<file path="src/rtl/pkg_display.sv">
// rtl/pkg_display.sv - shared glyphs and scan states for the 7-segment display controller
package pkg_display;

    typedef enum logic [1:0] {
        DESLIGADO = 2'd0,
        APAGADO   = 2'd1,
        MOSTRA    = 2'd2
    } estado_t;

    // Active-high patterns, segment a in bit 0 through g in bit 6.
    localparam logic [6:0] SEG_APAGADO = 7'h00;

    localparam logic [6:0] GLIFOS [16] = '{
        7'h3F, 7'h06, 7'h5B, 7'h4F, 7'h66, 7'h6D, 7'h7D, 7'h07,
        7'h7F, 7'h6F, 7'h77, 7'h7C, 7'h39, 7'h5E, 7'h79, 7'h71
    };

endpackage

</file>
<file path="src/rtl/decodificador_7seg.sv">
// rtl/decodificador_7seg.sv - hex nibble to active-high 7-segment glyph
module decodificador_7seg
    import pkg_display::*;
(
    input  logic [3:0] nibble,
    output logic [6:0] segmentos
);

    assign segmentos = GLIFOS[nibble];

endmodule

</file>
<file path="src/rtl/controlador_varredura.sv">
// rtl/controlador_varredura.sv - 4-digit multiplexed display scan with blanking, zero suppression and frame-aligned load
module controlador_varredura
    import pkg_display::*;
#(
    parameter int DIV_VARREDURA   = 50000,
    parameter int BLANK_CICLOS    = 500,
    parameter bit SEG_ATIVO_BAIXO = 1'b1,
    parameter bit ZERO_ESQ        = 1'b1
)
(
    input  logic        clock,
    input  logic        reset,
    input  logic        habilita,
    input  logic [15:0] dado,
    input  logic        atualiza,
    output logic        pendente,
    output logic        fim_quadro,
    output logic [3:0]  digito,
    output logic [6:0]  segmentos
);

    localparam int             CW        = $clog2(DIV_VARREDURA);
    localparam logic [CW-1:0]  ULTIMO    = CW'(DIV_VARREDURA - 1);
    localparam logic [CW-1:0]  FIM_BLANK = CW'(BLANK_CICLOS);
    localparam logic [6:0]     SEG_OFF   = SEG_ATIVO_BAIXO ? ~SEG_APAGADO : SEG_APAGADO;

    estado_t        estado, estado_n;
    logic [CW-1:0]  contador, contador_n;
    logic [1:0]     indice, indice_n;
    logic [15:0]    reg_display, reg_pendente;
    logic           fim_n, copia;
    logic [3:0]     nibble;
    logic [6:0]     glifo, padrao;
    logic [3:0]     apaga;
    logic           z3, z2, z1;
    logic [3:0]     digito_n;
    logic [6:0]     segmentos_n;

    always_comb begin
        estado_n   = estado;
        contador_n = contador;
        indice_n   = indice;
        fim_n      = 1'b0;
        if (!habilita) begin
            estado_n   = DESLIGADO;
            contador_n = '0;
            indice_n   = 2'd0;
        end else begin
            case (estado)
                DESLIGADO: begin
                    estado_n   = APAGADO;
                    contador_n = '0;
                    indice_n   = 2'd0;
                end
                default: begin
                    if (contador == ULTIMO) begin
                        contador_n = '0;
                        indice_n   = indice + 2'd1;
                        fim_n      = (indice == 2'd3);
                    end else begin
                        contador_n = contador + 1'b1;
                    end
                    estado_n = (contador_n < FIM_BLANK) ? APAGADO : MOSTRA;
                end
            endcase
        end
    end

    // A disabled display can take new data at any time since nothing is visible.
    assign copia = (estado == DESLIGADO) || fim_n;

    assign nibble = reg_display[{indice_n, 2'b00} +: 4];

    decodificador_7seg u_decod (
        .nibble    (nibble),
        .segmentos (glifo)
    );

    assign z3    = (reg_display[15:12] == 4'd0);
    assign z2    = (reg_display[11:8]  == 4'd0);
    assign z1    = (reg_display[7:4]   == 4'd0);
    assign apaga = ZERO_ESQ ? {z3, z3 & z2, z3 & z2 & z1, 1'b0} : 4'b0000;

    assign padrao = apaga[indice_n] ? SEG_APAGADO : glifo;

    always_comb begin
        digito_n    = 4'b0000;
        segmentos_n = SEG_OFF;
        if (estado_n == MOSTRA) begin
            digito_n    = 4'b0001 << indice_n;
            segmentos_n = SEG_ATIVO_BAIXO ? ~padrao : padrao;
        end
    end

    always_ff @(posedge clock or posedge reset) begin
        if (reset) begin
            estado       <= APAGADO;
            contador     <= '0;
            indice       <= 2'd0;
            digito       <= 4'b0000;
            segmentos    <= SEG_OFF;
            fim_quadro   <= 1'b0;
            reg_display  <= 16'h0000;
            reg_pendente <= 16'h0000;
            pendente     <= 1'b0;
        end else begin
            estado     <= estado_n;
            contador   <= contador_n;
            indice     <= indice_n;
            digito     <= digito_n;
            segmentos  <= segmentos_n;
            fim_quadro <= fim_n;
            if (copia && pendente) begin
                reg_display <= reg_pendente;
                pendente    <= 1'b0;
            end
            // A same-edge strobe wins over the copy so the fresh word stays pending.
            if (atualiza) begin
                reg_pendente <= dado;
                pendente     <= 1'b1;
            end
        end
    end

endmodule

</file>
<file path="config.mk">
export PLATFORM = sky130hd
export DESIGN_NAME = controlador_varredura
export DESIGN_NICKNAME = d
export VERILOG_FILES = /design/src/rtl/pkg_display.sv /design/src/rtl/decodificador_7seg.sv /design/src/rtl/controlador_varredura.sv
export SDC_FILE = /design/constraint.sdc
export NUM_CORES = 1
export LEC_CHECK = 0
export CORE_MARGIN = 2
export CORE_UTILIZATION = 45
export CTS_CLUSTER_DIAMETER = 30
export DETAILED_ROUTE_END_ITERATION = 16
export GPL_TIMING_DRIVEN = 0
export PLACE_DENSITY = 0.69
export SETUP_SLACK_MARGIN = 0.02
export SLEW_MARGIN = 10
export SYNTH_ARGS = -nofsm -noshare
export SYNTH_HDL_FRONTEND = slang
export SYNTH_HIERARCHICAL = 1
export SYNTH_SLANG_ARGS = --single-unit
export TNS_END_PERCENT = 5
</file>
<file path="constraint.sdc">
create_clock -name clock -period 7.65 [get_ports clock]
set_input_delay 1.1475 -clock clock [delete_from_list [all_inputs] [get_ports clock]]
set_output_delay 1.1475 -clock clock [all_outputs]
set_load 0.01 [all_outputs]
</file>
==> results of run 1 <==
[layout by cell type (no fill, tap or decap), drive strengths merged, types with 6 or more instances in the layout]
cell type,instances
nor4,11
nor2,21
clkbuf,13
mux2,35
xnor2,14
clkdlybuf4s50,31
ha,9
buf,14
nor3,9
nand3,13
inv,14
dfstp,8
mux2i,15
nand2,6
nand4,7
dfrtp,57
[sequential cells by signal, indices dropped and copies added (netlist names)]
register	count
reg_display	16
pendente	1
indice	2
fim_quadro	1
segmentos	7
reg_pendente	16
contador	16
digito	4
estado	2
[routing by layer]
metal	up-vias	wire (microns)	track usage (%)
met2	61	2855	26.06
li1	1106	-	-
met1	1143	3018	23.48
met3	10	294	2.922
met5	-	0	0
met4	0	113	6.692
[cells by family after synthesis]
group           synth area share (%)
compound gates                 5.244
simple gates                   16.29
flops                          48.30
buf+inv                        5.391
fa+ha+maj                      3.324
mux                            17.32
xor+xnor                       4.136
[through the flow]
stage | util (%) | hold slack, ns
finish | 55.53 | 0.4928
global route | 55.53 | 0.5115
CTS | 55.53 | 0.4989
detailed placement | 52.73 | 0.4768
global placement | 52.70 | 0.4696
floorplan | - | 0.4574
[how the worst max path moves through the flow]
stage,startpoint,end,cells after the start
finish,habilita,segmentos[3]$_DFF_PP1_,10
global route,contador[0]$_DFF_PP0_,segmentos[3]$_DFF_PP1_,13
CTS,habilita,segmentos[3]$_DFF_PP1_,10
detailed placement,habilita,segmentos[3]$_DFF_PP1_,10
global placement,habilita,segmentos[3]$_DFF_PP1_,10
floorplan,habilita,segmentos[3]$_DFF_PP1_,9
[area by class of cell]
| cell class | count | area, sq um | area share [%] |
|---|---|---|---|
| flip-flops and latches | 65 | 1637 | 40.63 |
| multi-input cells | 188 | 1569 | 38.96 |
| repair buffers | 31 | 310.3 | 7.704 |
| plain buffers | 18 | 137.6 | 3.417 |
| clock buffers | 9 | 123.9 | 3.075 |
| well taps | 99 | 123.9 | 3.075 |
| clock inverters | 7 | 78.83 | 1.957 |
| inverters | 12 | 47.55 | 1.180 |
[power breakdown]
part           leakage (nW)  internal [mW]  total [mW]  switching (mW)
Combinational         0.715         0.0601       0.114          0.0539
Clock                0.0925          0.153       0.299           0.146
Sequential            0.804          0.370       0.389          0.0189
[worst max-delay path, delay by kind of cell]
family          cells  cell delay (ns)
mux                 3             1.02
buf+inv             3             0.86
compound gates      1             0.47
fa+ha+maj           1             0.33
simple gates        2             0.19
==> flow_summary.json, run 1 <==
{
  "status": "finished clean",
  "firstDrtPassIters": 4,
  "drc": 0,
  "std_cell_rows": 31,
  "ys_warn_count": 6,
  "ir_drop_uv": 114.3,
  "core_sq_mm": 0.007253,
  "syn_area_sq_mm": 0.003388,
  "diodes": 0,
  "min_path_type": "reg -> reg",
  "initial_utilization_pct": 46.71,
  "cts_resized": 0,
  "min_path_cells": 1,
  "preCtsSetupSlack_ns": 3.608,
  "crit_type": "in -> reg",
  "cts_tree": "done",
  "numCtsBuffers": 9,
  "min-delay-start": "reg_pendente[9]$_DFFE_PP0P_",
  "wire_per_inst_microns": 14.64,
  "area_growth_pct": 18.87,
  "arrival_ns": 4.02,
  "post-dp-hpwl_microns": 4439,
  "drv_slew": 0,
  "total_leakage_power_nw": 1.611,
  "grt_pass1_vias": 2310,
  "r2r_slack_ns": 3.95,
  "io_pins": 33,
  "postCtsSetupBuffers": 0,
  "ys_seq_elements": 65,
  "die_w_microns": 90.77,
  "vias": 2320,
  "cts_hold_buf": 0,
  "clock.fmax_mhz": 267.3,
  "syn_inst": 283,
  "reg2reg_from": "contador[0]$_DFF_PP0_",
  "worstSetupEndpointType": "flip-flop",
  "dr.first_iter.drc_count": 97,
  "synth_area_leaders": "dfrtp_1, dfstp_2, mux2_2",
  "finalNonFillerCells": 429,
  "syn_nets": 312,
  "dpl_cell_area_sq_mm": 0.003825,
  "finalSetupTns_ns": 0,
  "final-setup-viol-count": 0,
  "fillCellCount": 645,
  "viasPerCell": 5.408,
  "fin_worst_skew_ns": 0.01102,
  "fin_ws_ns": 3.909,
  "fin_crit_sh_pct": 48.90,
  "cts_root_buf": "clkbuf_8",
  "crit_top_cell": "mux2i_1",
  "slew_headroom_pct": 45.83,
  "worstRegToRegCells": 13,
  "worst_r2r_endpoint": "segmentos[3]$_DFF_PP1_",
  "power.density_mw_per_mm2": 199.1,
  "yosys.area.top_type": "dfrtp_1",
  "io_buffers": 31,
  "place_congestion": 0.8831,
  "path_cells": "clkdlybuf4s50_1 > o21ai_1 > nor2_8 > buf_8 > mux2i_1 > mux2i_1 > inv_1 > ha_1 > mux4_1 > nand3_1",
  "cp_max_fo": 10,
  "grt.total_usage_pct": 16.80,
  "rsz0062_at_grt": "no",
  "drv_cap": 0,
  "routed_wl_microns": 6281,
  "hold_viol_final": 0,
  "worstSetupStartpointType": "input pin",
  "min_period_ns": 3.741,
  "cp_slowest_cell": "clkdlybuf4s50_1",
  "antenna_found_initial": 0,
  "synth_common_cells": "dfrtp_1, nor2_1, mux2_2, mux2_1",
  "total_power_mw": 0.8019,
  "overflow": 0,
  "final_net_count": 354,
  "die_area_sq_mm": 0.008239,
  "crit_path_max_incr_delay_ns": 0.48,
  "synth_top_area_share_pct": 42.10,
  "synth_edf_count": 0,
  "hold_path_end": "reg_display[9]$_DFFE_PP0P_",
  "async_flop_share_pct": 100.0,
  "avgSynthCellArea_sq_um": 11.97,
  "tightest_slew_ns": 0.8071,
  "synth.distinct_cells": 57,
  "cts_sinks": 65,
  "synth_most_common_cell": "dfrtp_1",
  "htreeDepth": 3,
  "ys.flop_type": "dfrtp_1",
  "cts_buffer_depth": 2,
  "ant_nets": 0,
  "drive_gt1_share_pct": 21.52,
  "grt_pass1_wl_microns": 11160,
  "ys_seq_area_share_pct": 48.30,
  "dp.cells": 413,
  "worstSkewPairLatency_ns": 0.34,
  "grt_max_degree": 66,
  "design_area_sq_mm": 0.004028,
  "cp.required_ns": 7.93,
  "path_clk_slew_ns": 0.08,
  "die_y_microns": 90.77
}
(Power assumes the default switching activity.)
==> inputs of run 2 (changes only) <==
==> constraint.sdc (replaced) <==
create_clock -name clock -period 3.8 [get_ports clock]
set_input_delay 0.57 -clock clock [delete_from_list [all_inputs] [get_ports clock]]
set_output_delay 0.57 -clock clock [all_outputs]
set_load 0.01 [all_outputs]
==> run 2 against run 1 <==
- setup slack got worse by 3.7 ns
- register-to-register slack got worse by 3.7 ns
- critical path depth increased by 3
- clock skew decreased by 0.0014 ns
==> flow_summary.json, run 2 (synthesized netlist as in run 1, its figures left out) <==
{
  "fin_worst_skew_ns": 0.009667,
  "initial_utilization_pct": 46.71,
  "cts_tree": "done",
  "die_w_microns": 90.77,
  "arrival_ns": 3.82,
  "slew_headroom_pct": 45.84,
  "clock.fmax_mhz": 282.4,
  "drv_slew": 0,
  "worstSetupEndpointType": "flip-flop",
  "crit_type": "reg -> reg",
  "antenna_found_initial": 0,
  "path_clk_slew_ns": 0.07,
  "routed_wl_microns": 6332,
  "cts_root_buf": "clkbuf_8",
  "firstDrtPassIters": 5,
  "grt_max_degree": 66,
  "cts_hold_buf": 0,
  "finalSetupTns_ns": 0,
  "cp_max_fo": 10,
  "diodes": 0,
  "status": "finished clean",
  "tightest_slew_ns": 0.8070,
  "cp.required_ns": 4.08,
  "worstSkewPairLatency_ns": 0.34,
  "min_period_ns": 3.541,
  "final-setup-viol-count": 0,
  "ir_drop_uv": 230.0,
  "htreeDepth": 3,
  "cts_buffer_depth": 2,
  "layout_commonest_cell": "dfrtp_1",
  "numCtsBuffers": 9,
  "dr.first_iter.drc_count": 95,
  "viasPerCell": 5.362,
  "rsz0062_at_grt": "no",
  "reg.largest.list": "contador x16, reg_display x16, reg_pendente x16",
  "worstSetupStartpointType": "flip-flop",
  "final_net_count": 356,
  "grt_pass1_wl_microns": 11160,
  "die_area_sq_mm": 0.008239,
  "grt.total_usage_pct": 16.80,
  "overflow": 0,
  "total_leakage_power_nw": 1.624,
  "vias": 2311,
  "drv_cap": 0,
  "drc": 0,
  "wire_per_inst_microns": 14.69,
  "power.density_mw_per_mm2": 400.4,
  "drive_gt1_share_pct": 22.89,
  "grt_pass1_vias": 2310,
  "ant_nets": 0,
  "place_congestion": 0.8831,
  "core_sq_mm": 0.007253,
  "io_buffers": 31,
  "cts_sinks": 65,
  "dpl_cell_area_sq_mm": 0.003825,
  "most-common-layout-cells": "dfrtp_1, clkdlybuf4s50_1, nor2_1",
  "min_path_type": "reg -> reg",
  "die_y_microns": 90.77,
  "hold_viol_final": 0,
  "post-dp-hpwl_microns": 4439,
  "std_cell_rows": 31,
  "io_pins": 33,
  "fin_crit_sh_pct": 93.19,
  "design_area_sq_mm": 0.004051,
  "area_growth_pct": 19.57
}
## run 2: cell count changes in the layout (fill, tap and decap cells not counted)
| cell | before | now |
|---|---|---|
| mux2i_2 | 0 | 2 |
| dfrtp_1 | 57 | 56 |
| buf_4 | 4 | 6 |
| dfrtp_2 | 0 | 1 |
| mux2i_1 | 14 | 12 |
## run 2: final timing paths
kind,cells after the start,slack (ns),from,end
setup / recovery,13,0.26,contador[1]$_DFF_PP0_,segmentos[3]$_DFF_PP1_
hold / removal,1,0.49,reg_pendente[9]$_DFFE_PP0P_,reg_display[9]$_DFFE_PP0P_
setup reg to reg,13,0.26,contador[1]$_DFF_PP0_,segmentos[3]$_DFF_PP1_
hold reg to reg,1,0.49,reg_pendente[9]$_DFFE_PP0P_,reg_display[9]$_DFFE_PP0P_
max in group asynchronous,2,2.52,reset,contador[0]$_DFF_PP0_
min in group asynchronous,2,0.73,reset,reg_pendente[13]$_DFFE_PP0P_
## run 2: layer usage
metal  global-route usage (%)  wire length (microns)  share of wire [%]  vias to the layer above
li1                         -                      -                  -                     1107
met1                    23.48                   3075                 49                     1151
met2                    26.06                   2919                 46                       42
met3                    2.922                    219                3.5                       11
met4                    6.692                    118                1.9                        0
met5                        0                      0                  0                        -
## run 2: critical path, cell delays in order (launching register included)
cell and delay [ns]:
dfrtp_1 0.47, ha_1 0.18, buf_2 0.18, and3_1 0.29, and4_4 0.29, mux2i_4 0.32, nor2_8 0.07, buf_8 0.18
mux2i_1 0.13, mux2i_2 0.32, inv_1 0.17, ha_1 0.32, mux4_1 0.48, nand3_1 0.08
## run 2: repair_timing
item	CTS	global route
endpoints found under the setup margin	0	4
gates resized for setup	0	3
hold endpoints to repair	0	0
setup buffers	0	2
## run 2: where the power goes
part | internal (mW) | switching, mW
sequential | 0.745 | 0.0381
combinational | 0.128 | 0.111
clock | 0.308 | 0.291
## run 2: final cells by class
cell class / instances / area [sq um]
Sequential cell: 65 / 1638
Multi-Input combinational cell: 188 / 1577
Timing Repair Buffer: 33 / 325.3
Fill cell: 645 / 3202
Inverter: 12 / 47.55
Buffer: 18 / 137.6
Clock buffer: 9 / 123.9
Tap cell: 99 / 123.9
Clock inverter: 7 / 78.83
## run 2: stage by stage
step / utilization (%) / cells / hold slack, ns / setup slack [ns] / power (mW)
floorplan: - / 283 / 0.4574 / 0.6095 / 0.9567
CTS: 55.53 / 429 / 0.4989 / 0.1340 / 1.628
global placement: 52.70 / 413 / 0.4696 / 0.1586 / 1.017
global route: 55.86 / 431 / 0.5115 / 0.02683 / 1.712
finish: 55.86 / 431 / 0.4928 / 0.2586 / 1.622
detailed placement: 52.73 / 413 / 0.4768 / 0.1601 / 1.028
